$ cat src/rtl/instr_fetch_unit.sv
// instr_fetch_unit: fetches 16/48-bit instructions from RAM and hands them to decode over valid/ready
module instr_fetch_unit #(
  parameter int ADDR_WIDTH = 32,
  parameter logic [ADDR_WIDTH-1:0] RESET_PC = '0
) (
  input  logic                  clk,
  input  logic                  rst_n,
  output logic [ADDR_WIDTH-1:0] mem_addr,
  output logic                  mem_rd_en,
  input  logic [47:0]           mem_data_in,
  input  logic                  redirect_valid,
  input  logic [ADDR_WIDTH-1:0] redirect_pc,
  output logic                  instr_valid,
  input  logic                  instr_ready,
  output logic [47:0]           instr_data,
  output logic [ADDR_WIDTH-1:0] instr_pc,
  output logic                  instr_is_long,
  output logic                  misalign_err
);
  typedef enum logic [1:0] {S_IDLE, S_REQ, S_RESP, S_HOLD} state_t;
  state_t state, state_nxt;
  logic [ADDR_WIDTH-1:0] pc;
  logic [15:0] hw;
  logic is_long;
  assign mem_addr = pc;
  assign hw       = mem_data_in[47:32];
  assign is_long  = hw[15];
  // state register
  always_ff @(posedge clk or negedge rst_n)
    if (!rst_n) state <= S_IDLE;
    else        state <= state_nxt;
  // next state: a redirect always restarts fetch from the request phase
  always_comb
    state_nxt = redirect_valid     ? S_REQ  :
                state == S_IDLE    ? S_REQ  :
                state == S_REQ     ? S_RESP :
                state == S_RESP    ? S_HOLD :
                instr_ready        ? S_RESP : S_HOLD;
  // read issue: on the request phase, or back-to-back when decode takes the held instruction
  always_comb
    mem_rd_en = !redirect_valid && (state == S_REQ || (state == S_HOLD && instr_ready));
  // pc, presented instruction and sticky misalignment flag
  always_ff @(posedge clk or negedge rst_n)
    if (!rst_n) begin
      pc            <= RESET_PC;
      instr_valid   <= 1'b0;
      instr_data    <= '0;
      instr_pc      <= '0;
      instr_is_long <= 1'b0;
      misalign_err  <= 1'b0;
    end else if (redirect_valid) begin
      pc           <= {redirect_pc[ADDR_WIDTH-1:1], 1'b0};
      instr_valid  <= 1'b0;
      misalign_err <= misalign_err | redirect_pc[0];
    end else if (state == S_RESP) begin
      instr_data    <= is_long ? mem_data_in : {hw, 32'h0};
      instr_pc      <= pc;
      instr_is_long <= is_long;
      instr_valid   <= 1'b1;
      pc            <= pc + ADDR_WIDTH'(is_long ? 6 : 2);
    end else if (state == S_HOLD && instr_ready) begin
      instr_valid <= 1'b0;
    end
endmodule

$ cat config.mk
export PLATFORM = sky130hd
export DESIGN_NAME = instr_fetch_unit
export DESIGN_NICKNAME = d
export VERILOG_FILES = /design/src/rtl/instr_fetch_unit.sv
export SDC_FILE = /design/constraint.sdc
export NUM_CORES = 1
export LEC_CHECK = 0
export ABC_AREA = 1
export BUFFER_PORTS_ARGS = -buffer_cell sky130_fd_sc_hd__buf_2
export CAP_MARGIN = 25
export CORE_MARGIN = 3
export CORE_UTILIZATION = 35
export DETAILED_ROUTE_END_ITERATION = 8
export HOLD_SLACK_MARGIN = 0.06
export PLACE_DENSITY = 0.58
export SETUP_SLACK_MARGIN = 0.5
export SLEW_MARGIN = 15
export SYNTH_ARGS = -nofsm -noshare
export SYNTH_HDL_FRONTEND = slang
export SYNTH_SLANG_ARGS = --single-unit
export TNS_END_PERCENT = 100
$ cat constraint.sdc
create_clock -name clk -period 1.83 [get_ports clk]
set_input_delay 0 -clock clk [delete_from_list [all_inputs] [get_ports clk]]
set_output_delay 0 -clock clk [all_outputs]
set_load 0.02 [all_outputs]
======== After elaboration in Yosys (flattened, before gate mapping) ========
Cells that the tools add are included.
operators by class
  add/sub/neg operators ................... 1
  mux-type cells .......................... 12
  reduce and logical (&&, ||, !) cells .... 8
  bitwise gates (word level) .............. 2
  eq/ne operators ......................... 3
operators with widths
  cell                  number
  $mux W32              2
  $mux W48              1
  $add A32 B3 Y32       1
  $mux W1               6
  $eq A2 B2 Y1 const B  2
  $mux W2               2
  $mux W3               1
  $reduce_bool A3 Y1    1
  $eq A2 B1 Y1 const B  1
  $logic_and A1 B1 Y1   2
  $logic_not A2 Y1      1
  $reduce_and A2 Y1     1
  $reduce_bool A2 Y1    1
  $logic_not A1 Y1      1
  $logic_or A1 B1 Y1    1
  $not A1 Y1            1
  $or A1 B1 Y1          1
word-level totals
  output and inout bits ................... 116
  word-level logic and storage cells ...... 33
  input bits .............................. 84
  register bits after elaboration ......... 117

======== Depth between registers and ports, before layout ========
  depth in word-level cells ............... 5
  gate-level depth with buffers ........... 12
  depth with buffers taken out ............ 11

======== Worst setup path after synthesis ========
Ideal clock, no wire load.
  kind .................................... register to register
  from .................................... register pc[1] (netlist: mem_addr[1])
  to ...................................... register pc[23] (netlist: mem_addr[23])
  slack ................................... -52 ps
  setup time .............................. 117 ps
  data required time ...................... 1713 ps
  arrival time ............................ 1764 ps
  cell stages (with the launch flop) ...... 11
  period minus slack after synthesis ...... 1882 ps
  buffers on the path ..................... 0
  cells stage by stage .................... dfrtp_1 inv_1 fa_1 nor2_4 nand2_4 nor2_8 nand2_4 nor2_4 nand2_1 nand3_1 nand2_1
on the way
  longest elaborated chain between the ends .. 3
RTL lines
  what                      RTL line  RTL
  start: declaration        22        logic [ADDR_WIDTH-1:0] pc;
  start signal: assignment  52        pc <= {redirect_pc[ADDR_WIDTH-1:1], 1'b0};
  start signal: assignment  60        pc <= pc + ADDR_WIDTH'(is_long ? 6 : 2);
  $add A32 B3 Y32           60
  $mux W32                  55        end else if (state == S_RESP) begin
  $mux W32                  51        end else if (redirect_valid) begin
Every way passes these cells. The select of a mux whose other input is x is not followed.
A chain may end at the register's enable or synchronous reset.

======== Final worst setup path ========
  from .................................... register pc[2] (netlist: mem_addr[2])
  to ...................................... register pc[23] (netlist: mem_addr[23])
The elaborated chain is that of the path after synthesis.

==> flow_metrics.tcl <==
set metrics [dict create \
    report.power.total_mw 9.76 \
    fmax_mhz 593 \
    cts_made_buffers 17 \
    period_share_pct 92.1 \
    timing.critical_path.fanout_max 4 \
    skew_ns 0.00820 \
    rsz_0062_raised_after_global_routing "true" \
    drtAntennaViolNets 0 \
    floorplan.initialDensity_pct 35.8 \
    max_cap_violations 0 \
    final_ws_setup_ns 0.144 \
    hpwlAfterDp_um 12100 \
    detail_route.wirelength_um 20600 \
    cpPeakStageDelay_ns 0.39 \
    worstSetupPathType "reg -> reg" \
    timing.critical_path.mode_cell "sky130_fd_sc_hd__nand2_1" \
    synth_seq_cells 114 \
    initial_antenna_violation_count 0 \
    synth_top_flop_cell "sky130_fd_sc_hd__dfrtp_1" \
    setup_violations_final 0 \
    critical-path-slowest-cell "sky130_fd_sc_hd__fa_2" \
    final-hold-violation-count 0 \
    vias 6022 \
    post-route-drc-count 0 \
    clock_path_buffers 2 \
    die_area_um2 17100 \
    yosysWarningCount 0 \
    dieHeight_um 131 \
    clk_latency_ns 0.41 \
    cellLeakagePower_nw 4.78 \
    final.fill_count 1335 \
    pwr-share-comb_pct 27.7 \
    num_rows 45 \
    multi_input_area_um2 2680 \
    post-route-util_pct 61.2 \
    critical_path.cell_chain "inv_2 > fa_2 > nor2_4 > nand2_4 > nor2_8 > nand2_4 > nor2_4 > nand2_1 > nand2_1 > inv_1 > nand2_1" \
    ys_types 34 \
    placement.io_buffers 197 \
    design.final.nets 1111 \
    crit_path_end_kind "flip-flop" \
    timing.final.max_slew_violations 0 \
    grt_remaining_overflow 0 \
    arrival_ns 2.04 \
    critPathLaunchType "flip-flop" \
    postSynthAreaPerCell_um2 7.79 \
    via_count_of_the_first_global_routing_pass 5837 \
    timing.slew.headroom_pct 63.8 \
    antenna_cell_count 0 \
    pwr_density_cell_nw_per_um2 1040 \
    first_pass_iters 5 \
    grt_first_pass_wirelength_um 29300 \
    ios 200 \
    dieWidth_um 131 \
    routabilityCongestion 0.890 \
    p_clk_share_pct 36.5 \
    routedWlPerCell_um 16.5 \
    switching_share_pct 33.4 \
    power.internal_mw 6.50 \
    outcome "finished clean" \
    area_growth_syn_to_layout_pct 70.9 \
    number_of_synthesized_flops_with_an_enable_pin 0 \
    overall_routing_resource_usage_pct 22.1 \
    netlist_instances 701 \
    register_area_um2 2860 \
    worst-slew-pin-transition_ns 0.542 \
    drt_iter0_markers 413 \
    synthArstFlopShare_pct 100 \
    cts.htree.levels 4 \
    floorplan.core_area_um2 15300 \
    clk_pin_slew_worst_paths_ns 0.05 \
    seq_area_frac_synth_pct 52.2 \
    ir_drop_mv 0.654 \
    cts_sinks 114 \
    layout_cell_share_with_drive_strength_beyond_1_pct 38.2 \
    post-route-min-period_ns 1.69 \
    tritoncts "built" \
    fin_hold_ws_ns 0.0701 \
    power.share.sequential_pct 35.7 \
    worst_ep_required_time_ns 2.18 \
    totalNegativeSetupSlack_ns 0 \
    clock_tree.root_cell "sky130_fd_sc_hd__clkbuf_16" \
    type_of_the_most_critical_hold_path "in -> async" \
    avgViaCountPerCell 4.82 \
    preCtsSetupSlack_ns 0.115 \
    syn_area_um2 5460 \
    grt_max_degree 53 \
    power.net_switching_mw 3.26 \
]
-- layer usage --
layer | GRT usage (%) | vias up | share of wire, %
li1 | - | 2879 | -
met1 | 27.7 | 2854 | 42
met2 | 35.6 | 243 | 48
met3 | 5.93 | 46 | 6.7
met4 | 9.74 | 0 | 2.6
met5 | 0 | - | 0
-- power groups by stage --
stage          registers, mW  clock network (mW)  logic (mW)
2_1_floorplan           4.01                   0       0.691
3_3_place_gp            3.43                   0        2.19
3_5_place_dp            3.42                   0        2.21
4_1_cts                 3.40                3.62        2.41
5_1_grt                 3.55                3.73        2.95
6_report                3.49                3.57        2.70
-- flip-flops by register name (all words and copies together), names as in the netlist --
signal,cells
instr_valid,1
mem_addr,31
instr_data,48
misalign_err,1
state,2
instr_pc,31
-- layout make-up --
type	instances	share of cell area, %
flip-flops and latches	114	30.6
well taps	211	2.83
inverters	51	2.22
clock inverters	9	1.63
multi-input cells	502	28.7
repair buffers	339	28.9
clock buffers	23	5.12
-- cell usage in the layout, fill, tap and decap left out, types with 4 or more instances in the layout --
| cell | Yosys | final |
|---|---|---|
| sky130_fd_sc_hd__dlygate4sd3_1 | 0 | 84 |
| sky130_fd_sc_hd__inv_1 | 47 | 39 |
| sky130_fd_sc_hd__nand3_2 | 1 | 4 |
| sky130_fd_sc_hd__nand4_1 | 12 | 12 |
| sky130_fd_sc_hd__buf_16 | 0 | 4 |
| sky130_fd_sc_hd__bufinv_16 | 0 | 4 |
| sky130_fd_sc_hd__nand2_2 | 3 | 34 |
| sky130_fd_sc_hd__o21ai_2 | 0 | 10 |
| sky130_fd_sc_hd__o211ai_1 | 6 | 6 |
| sky130_fd_sc_hd__buf_4 | 4 | 23 |
| sky130_fd_sc_hd__o21ai_1 | 1 | 19 |
| sky130_fd_sc_hd__nand3_1 | 74 | 70 |
| sky130_fd_sc_hd__buf_2 | 13 | 195 |
| sky130_fd_sc_hd__nand2_4 | 2 | 27 |
| sky130_fd_sc_hd__dfrtp_1 | 114 | 112 |
| sky130_fd_sc_hd__nor2_2 | 4 | 4 |
| sky130_fd_sc_hd__o21ai_0 | 45 | 16 |
| sky130_fd_sc_hd__nor2_1 | 56 | 49 |
| sky130_fd_sc_hd__nor2_4 | 6 | 13 |
| sky130_fd_sc_hd__clkinvlp_4 | 0 | 4 |
| sky130_fd_sc_hd__nand2_1 | 274 | 218 |
| sky130_fd_sc_hd__buf_12 | 0 | 11 |
| sky130_fd_sc_hd__clkbuf_16 | 0 | 26 |
| sky130_fd_sc_hd__buf_6 | 0 | 10 |
| sky130_fd_sc_hd__inv_2 | 4 | 7 |
-- cell families after synthesis --
family,after synthesis,share of synthesized area [%]
compound gates,61,6.25
xor+xnor,1,0.160
fa+ha+maj,2,0.595
buf+inv,86,6.48
flops,114,52.2
other cells,1,0.0686
simple gates,436,34.2
-- final timing paths --
kind	startpoint	end	slack, ns	cells past startpoint
setup / recovery	mem_addr[2]	mem_addr[23]	0.14	11
hold / removal	rst_n	misalign_err	0.07	2
hold reg to reg	misalign_err	misalign_err	0.45	1
max in group asynchronous	rst_n	mem_addr[2]	1.13	3
min in group clk	redirect_valid	mem_addr[26]	0.10	5
setup reg to reg	mem_addr[2]	mem_addr[23]	0.14	11
-- through the flow --
stage	cells	area (µm²)
6_report	1249	9340
5_1_grt	1249	9340
4_1_cts	1218	8470
3_5_place_dp	1086	6730
3_3_place_gp	1086	6730
2_1_floorplan	702	5510
-- what timing repair did --
item	CTS	global route
endpoints found under the hold margin	197	0
hold buffers	85	0
setup endpoints to repair	111	113
gates cloned	3	13
resized for setup	21	148
setup buffers	12	18
pin swaps	6	34
-- synth_stat cells, types with 2 or more instances --
| master | number | area share (%) |
|---|---|---|
| sky130_fd_sc_hd__nand4_1 | 12 | 1.4 |
| sky130_fd_sc_hd__dfrtp_1 | 114 | 52 |
| sky130_fd_sc_hd__a21oi_1 | 2 | 0.18 |
| sky130_fd_sc_hd__o21ai_0 | 45 | 4.1 |
| sky130_fd_sc_hd__buf_2 | 13 | 1.2 |
| sky130_fd_sc_hd__nand3_1 | 74 | 6.8 |
| sky130_fd_sc_hd__nand2_2 | 3 | 0.34 |
| sky130_fd_sc_hd__nor2_2 | 4 | 0.46 |
| sky130_fd_sc_hd__nand2_1 | 274 | 19 |
| sky130_fd_sc_hd__nand3b_1 | 2 | 0.27 |
| sky130_fd_sc_hd__inv_1 | 47 | 3.2 |
| sky130_fd_sc_hd__buf_1 | 6 | 0.41 |
| sky130_fd_sc_hd__o211ai_1 | 6 | 0.82 |
| sky130_fd_sc_hd__nor2_1 | 56 | 3.8 |
| sky130_fd_sc_hd__buf_4 | 4 | 0.55 |
| sky130_fd_sc_hd__nand2_4 | 2 | 0.41 |
| sky130_fd_sc_hd__inv_2 | 4 | 0.27 |
| sky130_fd_sc_hd__nor2_4 | 6 | 1.2 |
| sky130_fd_sc_hd__clkbuf_1 | 12 | 0.82 |
-- worst max-delay path, delay by kind of cell (launching register included) --
| kind | cells | cell delay, ns |
|---|---|---|
| and+or+nand+nor | 8 | 0.76 |
| DFF | 1 | 0.37 |
| adders and majority gates | 1 | 0.39 |
| buffers and inverters | 2 | 0.09 |
(Power assumes the default switching activity.)
